**config.mk**
```make
export PLATFORM = sky130hd
export DESIGN_NAME = audio_out_dac_flat
export DESIGN_NICKNAME = d
export VERILOG_FILES = /design/src/rtl/audio_out_dac_pkg.sv /design/src/rtl/audio_out_dac_if.sv /design/src/rtl/audio_out_dac_sample_strobe_gen.sv /design/src/rtl/audio_out_dac.sv /design/src/flat_wrapper.sv
export SDC_FILE = /design/constraint.sdc
export NUM_CORES = 1
export LEC_CHECK = 0
export CAP_MARGIN = 20
export CELL_PAD_IN_SITES_DETAIL_PLACEMENT = 0
export CELL_PAD_IN_SITES_GLOBAL_PLACEMENT = 1
export CORE_ASPECT_RATIO = 0.75
export CORE_UTILIZATION = 42
export CTS_CLUSTER_DIAMETER = 80
export DETAILED_ROUTE_END_ITERATION = 8
export PLACE_DENSITY_LB_ADDON = 0.3
export SYNTH_ARGS = -nofsm -noshare
export SYNTH_HDL_FRONTEND = slang
export SYNTH_SLANG_ARGS = --single-unit
```
**constraint.sdc**
```tcl
create_clock -name clock -period 2.56 [get_ports clock]
set_input_delay 0.256 -clock clock [delete_from_list [all_inputs] [get_ports clock]]
set_output_delay 0.256 -clock clock [all_outputs]
set_load 0.03 [all_outputs]
```
**src/rtl/audio_out_dac_pkg.sv**
```systemverilog
// Shared definitions for the audio output stage.
//   mode_e     : output modulator selection (PWM or first-order sigma-delta)
//   *_W        : datapath widths for sample, gain and scaled level
//   PWM_PERIOD : PWM frame length in clock cycles
//   gain_step  : moves the effective gain one step toward its target
package audio_pkg;

  typedef enum logic {
    MODE_PWM = 1'b0,
    MODE_SD  = 1'b1
  } mode_e;

  localparam int SAMPLE_W   = 4;
  localparam int GAIN_W     = 4;
  localparam int LEVEL_W    = 8;
  localparam int PWM_PERIOD = 255;

  // One step per call so a retarget mid-ramp never jumps.
  function automatic logic [GAIN_W-1:0] gain_step(input logic [GAIN_W-1:0] cur,
                                                  input logic [GAIN_W-1:0] tgt);
    logic [GAIN_W-1:0] nxt;
    nxt = cur;
    if (cur < tgt) begin
      nxt = cur + GAIN_W'(1);
    end else if (cur > tgt) begin
      nxt = cur - GAIN_W'(1);
    end
    return nxt;
  endfunction

endpackage

```
**src/rtl/audio_out_dac_if.sv**
```systemverilog
// Signal bundle between the sound generator side and the audio output stage.
//   sample     : 4-bit mixed sample, valid from the cycle after sample_ena
//   volume     : target gain 0..15
//   mute       : 1 ramps the gain to 0
//   mode       : 0 = PWM, 1 = sigma-delta
//   sample_ena : one-cycle sample-rate strobe
//   level      : current scaled level
//   audio_out  : registered 1-bit modulated output
// master = generator/controller side, slave = audio_out_dac.
interface audio_out_dac_if;
  import audio_pkg::*;

  logic [SAMPLE_W-1:0] sample;
  logic [GAIN_W-1:0]   volume;
  logic                mute;
  logic                mode;
  logic                sample_ena;
  logic [LEVEL_W-1:0]  level;
  logic                audio_out;

  modport master (
    output sample, volume, mute, mode,
    input  sample_ena, level, audio_out
  );

  modport slave (
    input  sample, volume, mute, mode,
    output sample_ena, level, audio_out
  );

endinterface

```
**src/rtl/audio_out_dac_sample_strobe_gen.sv**
```systemverilog
// Fractional clock divider producing a one-cycle strobe whose average rate
// is SAMPLE_RATE strobes per CLK_FREQ clock cycles.
//   clock      : system clock
//   reset      : synchronous, active-high
//   sample_ena : registered strobe, never high on two consecutive cycles
//                while SAMPLE_RATE < CLK_FREQ/2
module sample_strobe_gen #(
  parameter int CLK_FREQ    = 25175000,
  parameter int SAMPLE_RATE = 16384
) (
  input  logic clock,
  input  logic reset,
  output logic sample_ena
);

  localparam int ACC_W = $clog2(CLK_FREQ) + 1;
  localparam logic [ACC_W:0] RATE_C = (ACC_W+1)'(SAMPLE_RATE);
  localparam logic [ACC_W:0] FREQ_C = (ACC_W+1)'(CLK_FREQ);

  logic [ACC_W-1:0] acc_q, acc_d;
  logic             ena_q, ena_d;
  logic [ACC_W:0]   sum;
  logic [ACC_W:0]   wrapped;

  always_comb begin
    sum     = {1'b0, acc_q} + RATE_C;
    wrapped = sum - FREQ_C;
    acc_d   = sum[ACC_W-1:0];
    ena_d   = 1'b0;
    if (sum >= FREQ_C) begin
      acc_d = wrapped[ACC_W-1:0];
      ena_d = 1'b1;
    end
  end

  always_ff @(posedge clock) begin
    if (reset) begin
      acc_q <= '0;
      ena_q <= 1'b0;
    end else begin
      acc_q <= acc_d;
      ena_q <= ena_d;
    end
  end

  assign sample_ena = ena_q;

endmodule

```
**src/rtl/audio_out_dac.sv**
```systemverilog
// Audio output stage: paces the sound generator with sample_ena, captures its
// sample, applies a ramped volume gain and drives a 1-bit PWM or sigma-delta
// output for an external RC filter.
//   clock, reset : system clock, synchronous active-high reset
//   bus (slave)  : sample/volume/mute/mode in, sample_ena/level/audio_out out
module audio_out_dac
  import audio_pkg::*;
#(
  parameter int CLK_FREQ    = 25175000,
  parameter int SAMPLE_RATE = 16384
) (
  input  logic            clock,
  input  logic            reset,
  audio_out_dac_if.slave  bus
);

  logic                ena;
  logic                ena_d_q, ena_d_d;
  logic [SAMPLE_W-1:0] sample_q, sample_d;
  logic [GAIN_W-1:0]   vol_eff_q, vol_eff_d;
  logic [LEVEL_W-1:0]  level_q, level_d;
  logic [LEVEL_W-1:0]  pwm_cnt_q, pwm_cnt_d;
  logic [LEVEL_W-1:0]  pwm_cmp_q, pwm_cmp_d;
  logic [LEVEL_W-1:0]  sd_acc_q, sd_acc_d;
  logic                audio_q, audio_d;
  logic [GAIN_W-1:0]   target;
  logic [LEVEL_W:0]    sd_sum;
  logic                pwm_bit;

  sample_strobe_gen #(
    .CLK_FREQ    (CLK_FREQ),
    .SAMPLE_RATE (SAMPLE_RATE)
  ) u_strobe (
    .clock      (clock),
    .reset      (reset),
    .sample_ena (ena)
  );

  always_comb begin
    ena_d_d   = ena;
    sample_d  = sample_q;
    vol_eff_d = vol_eff_q;
    pwm_cmp_d = pwm_cmp_q;

    // The generator updates on the strobe edge, so its new sample is
    // only safe to take one cycle later.
    target = bus.mute ? '0 : bus.volume;
    if (ena_d_q) begin
      sample_d  = bus.sample;
      vol_eff_d = gain_step(vol_eff_q, target);
    end

    level_d = LEVEL_W'(sample_q) * LEVEL_W'(vol_eff_q);

    pwm_cnt_d = (pwm_cnt_q == LEVEL_W'(PWM_PERIOD - 1)) ? '0 : pwm_cnt_q + LEVEL_W'(1);
    // Compare value only reloads at frame start to avoid mid-frame glitches.
    if (pwm_cnt_q == '0) begin
      pwm_cmp_d = level_q;
    end
    pwm_bit = (pwm_cnt_q < pwm_cmp_q);

    sd_sum   = {1'b0, sd_acc_q} + {1'b0, level_q};
    sd_acc_d = sd_sum[LEVEL_W-1:0];

    // Both modulators always run; mode only picks which one reaches the pin.
    audio_d = (mode_e'(bus.mode) == MODE_SD) ? sd_sum[LEVEL_W] : pwm_bit;
  end

  always_ff @(posedge clock) begin
    if (reset) begin
      ena_d_q   <= 1'b0;
      sample_q  <= '0;
      vol_eff_q <= '0;
      level_q   <= '0;
      pwm_cnt_q <= '0;
      pwm_cmp_q <= '0;
      sd_acc_q  <= '0;
      audio_q   <= 1'b0;
    end else begin
      ena_d_q   <= ena_d_d;
      sample_q  <= sample_d;
      vol_eff_q <= vol_eff_d;
      level_q   <= level_d;
      pwm_cnt_q <= pwm_cnt_d;
      pwm_cmp_q <= pwm_cmp_d;
      sd_acc_q  <= sd_acc_d;
      audio_q   <= audio_d;
    end
  end

  assign bus.sample_ena = ena;
  assign bus.level      = level_q;
  assign bus.audio_out  = audio_q;

endmodule

```
**src/flat_wrapper.sv**
```systemverilog
// flat-port wrapper written by rule: the top's interface ports become plain ports
module audio_out_dac_flat import audio_pkg::*;
#(
  parameter int CLK_FREQ    = 25175000,
  parameter int SAMPLE_RATE = 16384
)
  (clock, reset, bus_sample, bus_volume, bus_mute, bus_mode, bus_sample_ena, bus_level, bus_audio_out);
  audio_out_dac_if bus_i ();
  input  logic clock;
  input  logic reset;
  input wire logic [$bits(bus_i.sample)-1:0] bus_sample;
  input wire logic [$bits(bus_i.volume)-1:0] bus_volume;
  input wire logic [$bits(bus_i.mute)-1:0] bus_mute;
  input wire logic [$bits(bus_i.mode)-1:0] bus_mode;
  output wire logic [$bits(bus_i.sample_ena)-1:0] bus_sample_ena;
  output wire logic [$bits(bus_i.level)-1:0] bus_level;
  output wire logic [$bits(bus_i.audio_out)-1:0] bus_audio_out;
  assign bus_i.sample = bus_sample;
  assign bus_i.volume = bus_volume;
  assign bus_i.mute = bus_mute;
  assign bus_i.mode = bus_mode;
  assign bus_sample_ena = bus_i.sample_ena;
  assign bus_level = bus_i.level;
  assign bus_audio_out = bus_i.audio_out;
  audio_out_dac #(.CLK_FREQ(CLK_FREQ), .SAMPLE_RATE(SAMPLE_RATE)) u_core (.clock(clock), .reset(reset), .bus(bus_i));
endmodule
```
# After elaboration in Yosys (flattened, before gate mapping)
# Index checks and enable logic that the tools add are counted.
[op_classes]
muxes = 6
magnitude_cmp = 4
add_sub_neg = 6
n_mul = 1
eq_ne = 1
reduce_logical = 4
[ops]
columns = ["operator", "count"]
rows = [
  ["adder 26 x 15 -> 27 bit (second input constant)", 1],
  [">= comparator 27 x 25 -> 1 bit (second input constant)", 1],
  ["2-to-1 mux 26 bit", 1],
  ["subtractor 26 x 25 -> 26 bit (second input constant)", 1],
  ["2-to-1 mux 4 bit", 3],
  ["adder 8 x 8 -> 9 bit", 1],
  ["adder 8 x 1 -> 8 bit (second input constant)", 1],
  ["== test 8 bit (second input constant)", 1],
  ["zero test 8 bit", 1],
  ["< comparator 8 bit", 1],
  ["multiplier 4 x 4 -> 8 bit", 1],
  ["adder 4 x 1 -> 4 bit (second input constant)", 1],
  ["> comparator 4 bit", 1],
  ["< comparator 4 bit", 1],
  ["subtractor 4 x 1 -> 4 bit (second input constant)", 1],
  ["2-to-1 mux 1 bit", 2],
  ["AND reduction 2 bit", 1],
  ["nonzero test 2 bit", 1],
  ["OR reduction 2 bit", 1],
]
[word_totals]
regBits = 69
out_inout_bits = 10

# Logic depth before layout (Yosys ltp)
[logic_depth]
ltp_word = 4
depth_mapped = 13
ltp_nobuf = 13

# Hierarchy
# Synthesis repeated with hierarchy kept, for this count alone.
[hier_totals]
cells_unflattened = 473
hier_area_um2 = 4135.2
[modules_own_cells]
columns = ["module", "cells_per_inst", "n_inst", "area_per_inst_um2", "seq_area_each_um2"]
rows = [
  ["audio_out_dac", 280, 1, 2551.2, 840.8],
  ["sample_strobe_gen", 193, 1, 1584.0, 480.5],
]

# Least setup slack after synthesis
# Ideal clock, no wire load.
[synth_path]
kind = "reg2reg"
startpoint = "register u_core.vol_eff_q[1]"
endpoint = "register u_core.level_q[7] (netlist: u_core.bus.level[7])"
stages_incl_launch_ff = 12
t_required_ns = 2.432
setup_slack_ns = -0.144
arrival_ns = 2.577
path_cell_list = "dfxtp_1 nand2_1 fa_1 inv_1 fa_1 ha_1 a21o_1 a21oi_1 o21bai_1 a21oi_1 xor2_1 nor2_1"
[synth_via]
elab_chain_cells = 1
[synth_lines]
columns = ["element", "line_no", "source"]
rows = [
  ["from (decl)", "audio_out_dac.sv:20", "logic [GAIN_W-1:0] vol_eff_q, vol_eff_d;"],
  ["from (signal assigned)", "audio_out_dac.sv:82", "vol_eff_q <= vol_eff_d;"],
  ["multiplier 4 x 4 -> 8 bit", "audio_out_dac.sv:53", "level_d = LEVEL_W'(sample_q) * LEVEL_W'(vol_eff_q);"],
  ["to (signal assigned)", "audio_out_dac.sv:83", "level_q <= level_d;"],
  ["to (decl)", "audio_out_dac.sv:21", "logic [LEVEL_W-1:0] level_q, level_d;"],
]
# No other way between the ends.
# A chain may end at the register's enable or synchronous reset.

# Worst setup path after layout
[layout_path]
startpoint = "register u_core.vol_eff_q[3]"
endpoint = "register u_core.level_q[7] (netlist: u_core.bus.level[7])"
# The elaborated chain is that of the path after synthesis.

==> flow_summary.toml <==
[run_status]
outcome = "complete, but fails checks"
violations = "setup timing"

[synth]
ys_async_sr_fraction_pct = 0
synthCells = 456
synth.avg_cell_area_um2 = 8.71
ys_seq_elements = 66
ys_warn_count = 0
post_synth_num_cell_types = 52
synth_area_um2 = 3970
yosys.area.top_type = "dfxtp_1"
synthFlopType = "dfxtp_1"
synth-edff-count = 0
synth.area.top_cells = "dfxtp_1, ha_1, nor2_1, xor2_1, xnor2_1"
synth_nets = 512
yosysSeqAreaShare_pct = 33.3
synth_top_area_share_pct = 33.3

[placement]
pre_cts_ws_ns = -0.360
finalWeightedCongestion = 0.808
port_buffers = 21
dp_cells = 619
dpl.hpwl_um = 5760

[clock_network]
cts_buffers = 9
cts_tree = "built"
h-tree-depth = 3
clock_latency_ns = 0.33
clockBufferDepth = 2
ctsRootBufferMaster = "clkbuf_16"
path_clk_slew_ns = 0.05
holdBufCountCts = 0
cts.sinks = 66

[power_and_ir_drop]
ir_worst_vdd_v = 0.000403
power.leakage_uw = 0.00201
powerDensity_nw_per_um2 = 489

[critical_path]
slowest_delay_ns = 0.52
path_class = "reg -> reg"
crit_chain = "nand2_2 -> fa_1 -> inv_1 -> fa_1 -> ha_1 -> a21o_1 -> a21oi_2 -> o21bai_1 -> a21oi_1 -> xor2_1 -> nor2_1"
crit_required_ns = 2.77
cp.arrival_ns = 2.82
critPathTopFamily = "adder cells"
path_buf_inv = 1
crit_top_cell = "fa_1"
cp_slowest_cell = "fa_1"
cp-start-kind = "flip-flop"
cp_max_fo = 2
end_kind = "flip-flop"

[timing]
layout_setup_ws_ns = -0.0499
setup_viol = 1
fmax_ghz = 0.383
setup-tns-final_ns = -0.0499
min_period_ns = 2.61
hold_viol_final = 0
finClkSkew_ns = 0.00297
tightest_slew_ns = 0.753
rsz0062_at_grt = "yes"
fin_crit_sh_pct = 102
relSlewSlack_pct = 49.3
drv_slew = 0
worst_hold_slack_ns = 0.398

[finish]
nets = 560
fillers = 868
multi_input_area_um2 = 2500
regArea_um2 = 1330
fin_cells = 636
area_delta_synth_final_pct = 21.1
layout_common_cells = "nor2_1, dfxtp_1, ha_1, buf_4, inv_1"
diodes = 0
layout.cells.most_common = "nor2_1"
drive_gt1_share_pct = 13.6

[job]
maxCapViolations = 0

[route]
wl_per_cell_um = 12.3
vias = 3113
first_iter_violations = 108
drcViolationCount = 0
first_pass_iters = 4
finalWirelength_um = 7790
via_per_inst = 4.89
ant_nets = 0

[global_route]
grt_max_degree = 28
grt_pass1_vias = 2885
antenna_found_initial = 0
grt_pass1_wl_um = 13400
grt_usage_pct = 17.5
grt_overflow_total = 0

[floorplan]
start_util_pct = 43.5
die_y_um = 86.2
rows = 30
dieArea_um2 = 9850
coreArea_um2 = 9120
num_io_pins = 22
die_x_um = 114

[hold_path]
hp-class = "in -> reg"
## worst paths after layout
path / from / to / slack, ns / cells past startpoint
max: u_core.vol_eff_q[3] / u_core.bus.level[7] / -0.05 / 11
min: reset / u_core.u_strobe.acc_q[22] / 0.40 / 2
max reg2reg: u_core.vol_eff_q[3] / u_core.bus.level[7] / -0.05 / 11
min reg2reg: u_core.u_strobe.sample_ena / u_core.ena_d_q / 0.46 / 1
## power breakdown
group | total [uW] | switching, uW | internal [uW]
combinational | 185 | 97.3 | 87.9
clock | 1120 | 417 | 700
sequential | 1050 | 11.7 | 1040
total | 2350 | 526 | 1830
## metrics by stage
step,instance area (um2),utilization (%),total power [uW]
floorplan,3980,-,1180
finish,4810,52.7,2350
global placement,4480,49.1,1250
global route,4810,52.7,2470
CTS,4760,52.2,2390
detailed placement,4480,49.1,1250
## worst register-to-register path, cell delays in order, from the launching register on
cell and delay [ns]:
dfxtp_2 0.33, nand2_2 0.06, fa_1 0.52, inv_1 0.05
fa_1 0.45, ha_1 0.29, a21o_1 0.17, a21oi_2 0.14
o21bai_1 0.07, a21oi_1 0.17, xor2_1 0.18, nor2_1 0.07
## sequential cells by signal (all words and copies together) (netlist names)
| name | cells |
|---|---|
| u_core.sd_acc_q | 8 |
| u_core.u_strobe.acc_q | 23 |
| u_core.pwm_cmp_q | 8 |
| u_core.vol_eff_q | 4 |
| u_core.bus.audio_out | 1 |
| u_core.ena_d_q | 1 |
| u_core.bus.level | 8 |
| u_core.sample_q | 4 |
| u_core.u_strobe.sample_ena | 1 |
| u_core.pwm_cnt_q | 8 |
## cells by family after synthesis
family | after synthesis | synth area share, %
adders and majority gates | 44 | 15.0
DFF | 66 | 33.3
muxes | 15 | 3.81
xor gates and xnor gates | 44 | 9.71
and+or+nand+nor | 190 | 24.2
buffers and inverters | 42 | 4.73
AOI/OAI and AO/OA | 55 | 9.30
## Yosys cell counts, types with 3 or more instances
library cell	number
nor2_1	76
nor4_1	4
nor3_1	10
fa_1	6
clkbuf_1	9
nor2b_1	9
nand3_1	24
or3_1	3
ha_1	38
dfxtp_1	66
xnor2_1	21
a21oi_1	16
xor2_1	23
o21ai_0	12
mux2i_1	14
inv_1	26
nor3b_1	3
nand4_1	8
o21a_1	5
a21o_1	6
and2_1	13
buf_6	3
nand2b_1	6
nand2_1	15
and3_1	6
buf_2	3
## layer usage
layer / wire length, um / up-vias / track usage (%)
li1: - / 1650 / -
met1: 4250 / 1418 / 24.0
met2: 3200 / 35 / 25.6
met3: 254 / 10 / 6.29
met4: 82 / 0 / 5.43
met5: 0 / - / 0
## timing repair
| item | 4_1_cts | 5_1_grt |
|---|---|---|
| setup buffers | 0 | 2 |
| pin swaps | 1 | 10 |
| resized for setup | 2 | 9 |
| setup endpoints to repair | 2 | 5 |
## layout make-up
| cell class | instances | share of cell area, % |
|---|---|---|
| timing repair buffer | 53 | 9.32 |
| clock buffer | 13 | 5.42 |
| inverter | 26 | 2.03 |
| tap | 128 | 3.33 |
| sequential | 66 | 27.6 |
| multi-input combinational | 348 | 52.0 |
| clock inverter | 2 | 0.260 |
No activity file was read; power rests on OpenSTA's default activity.
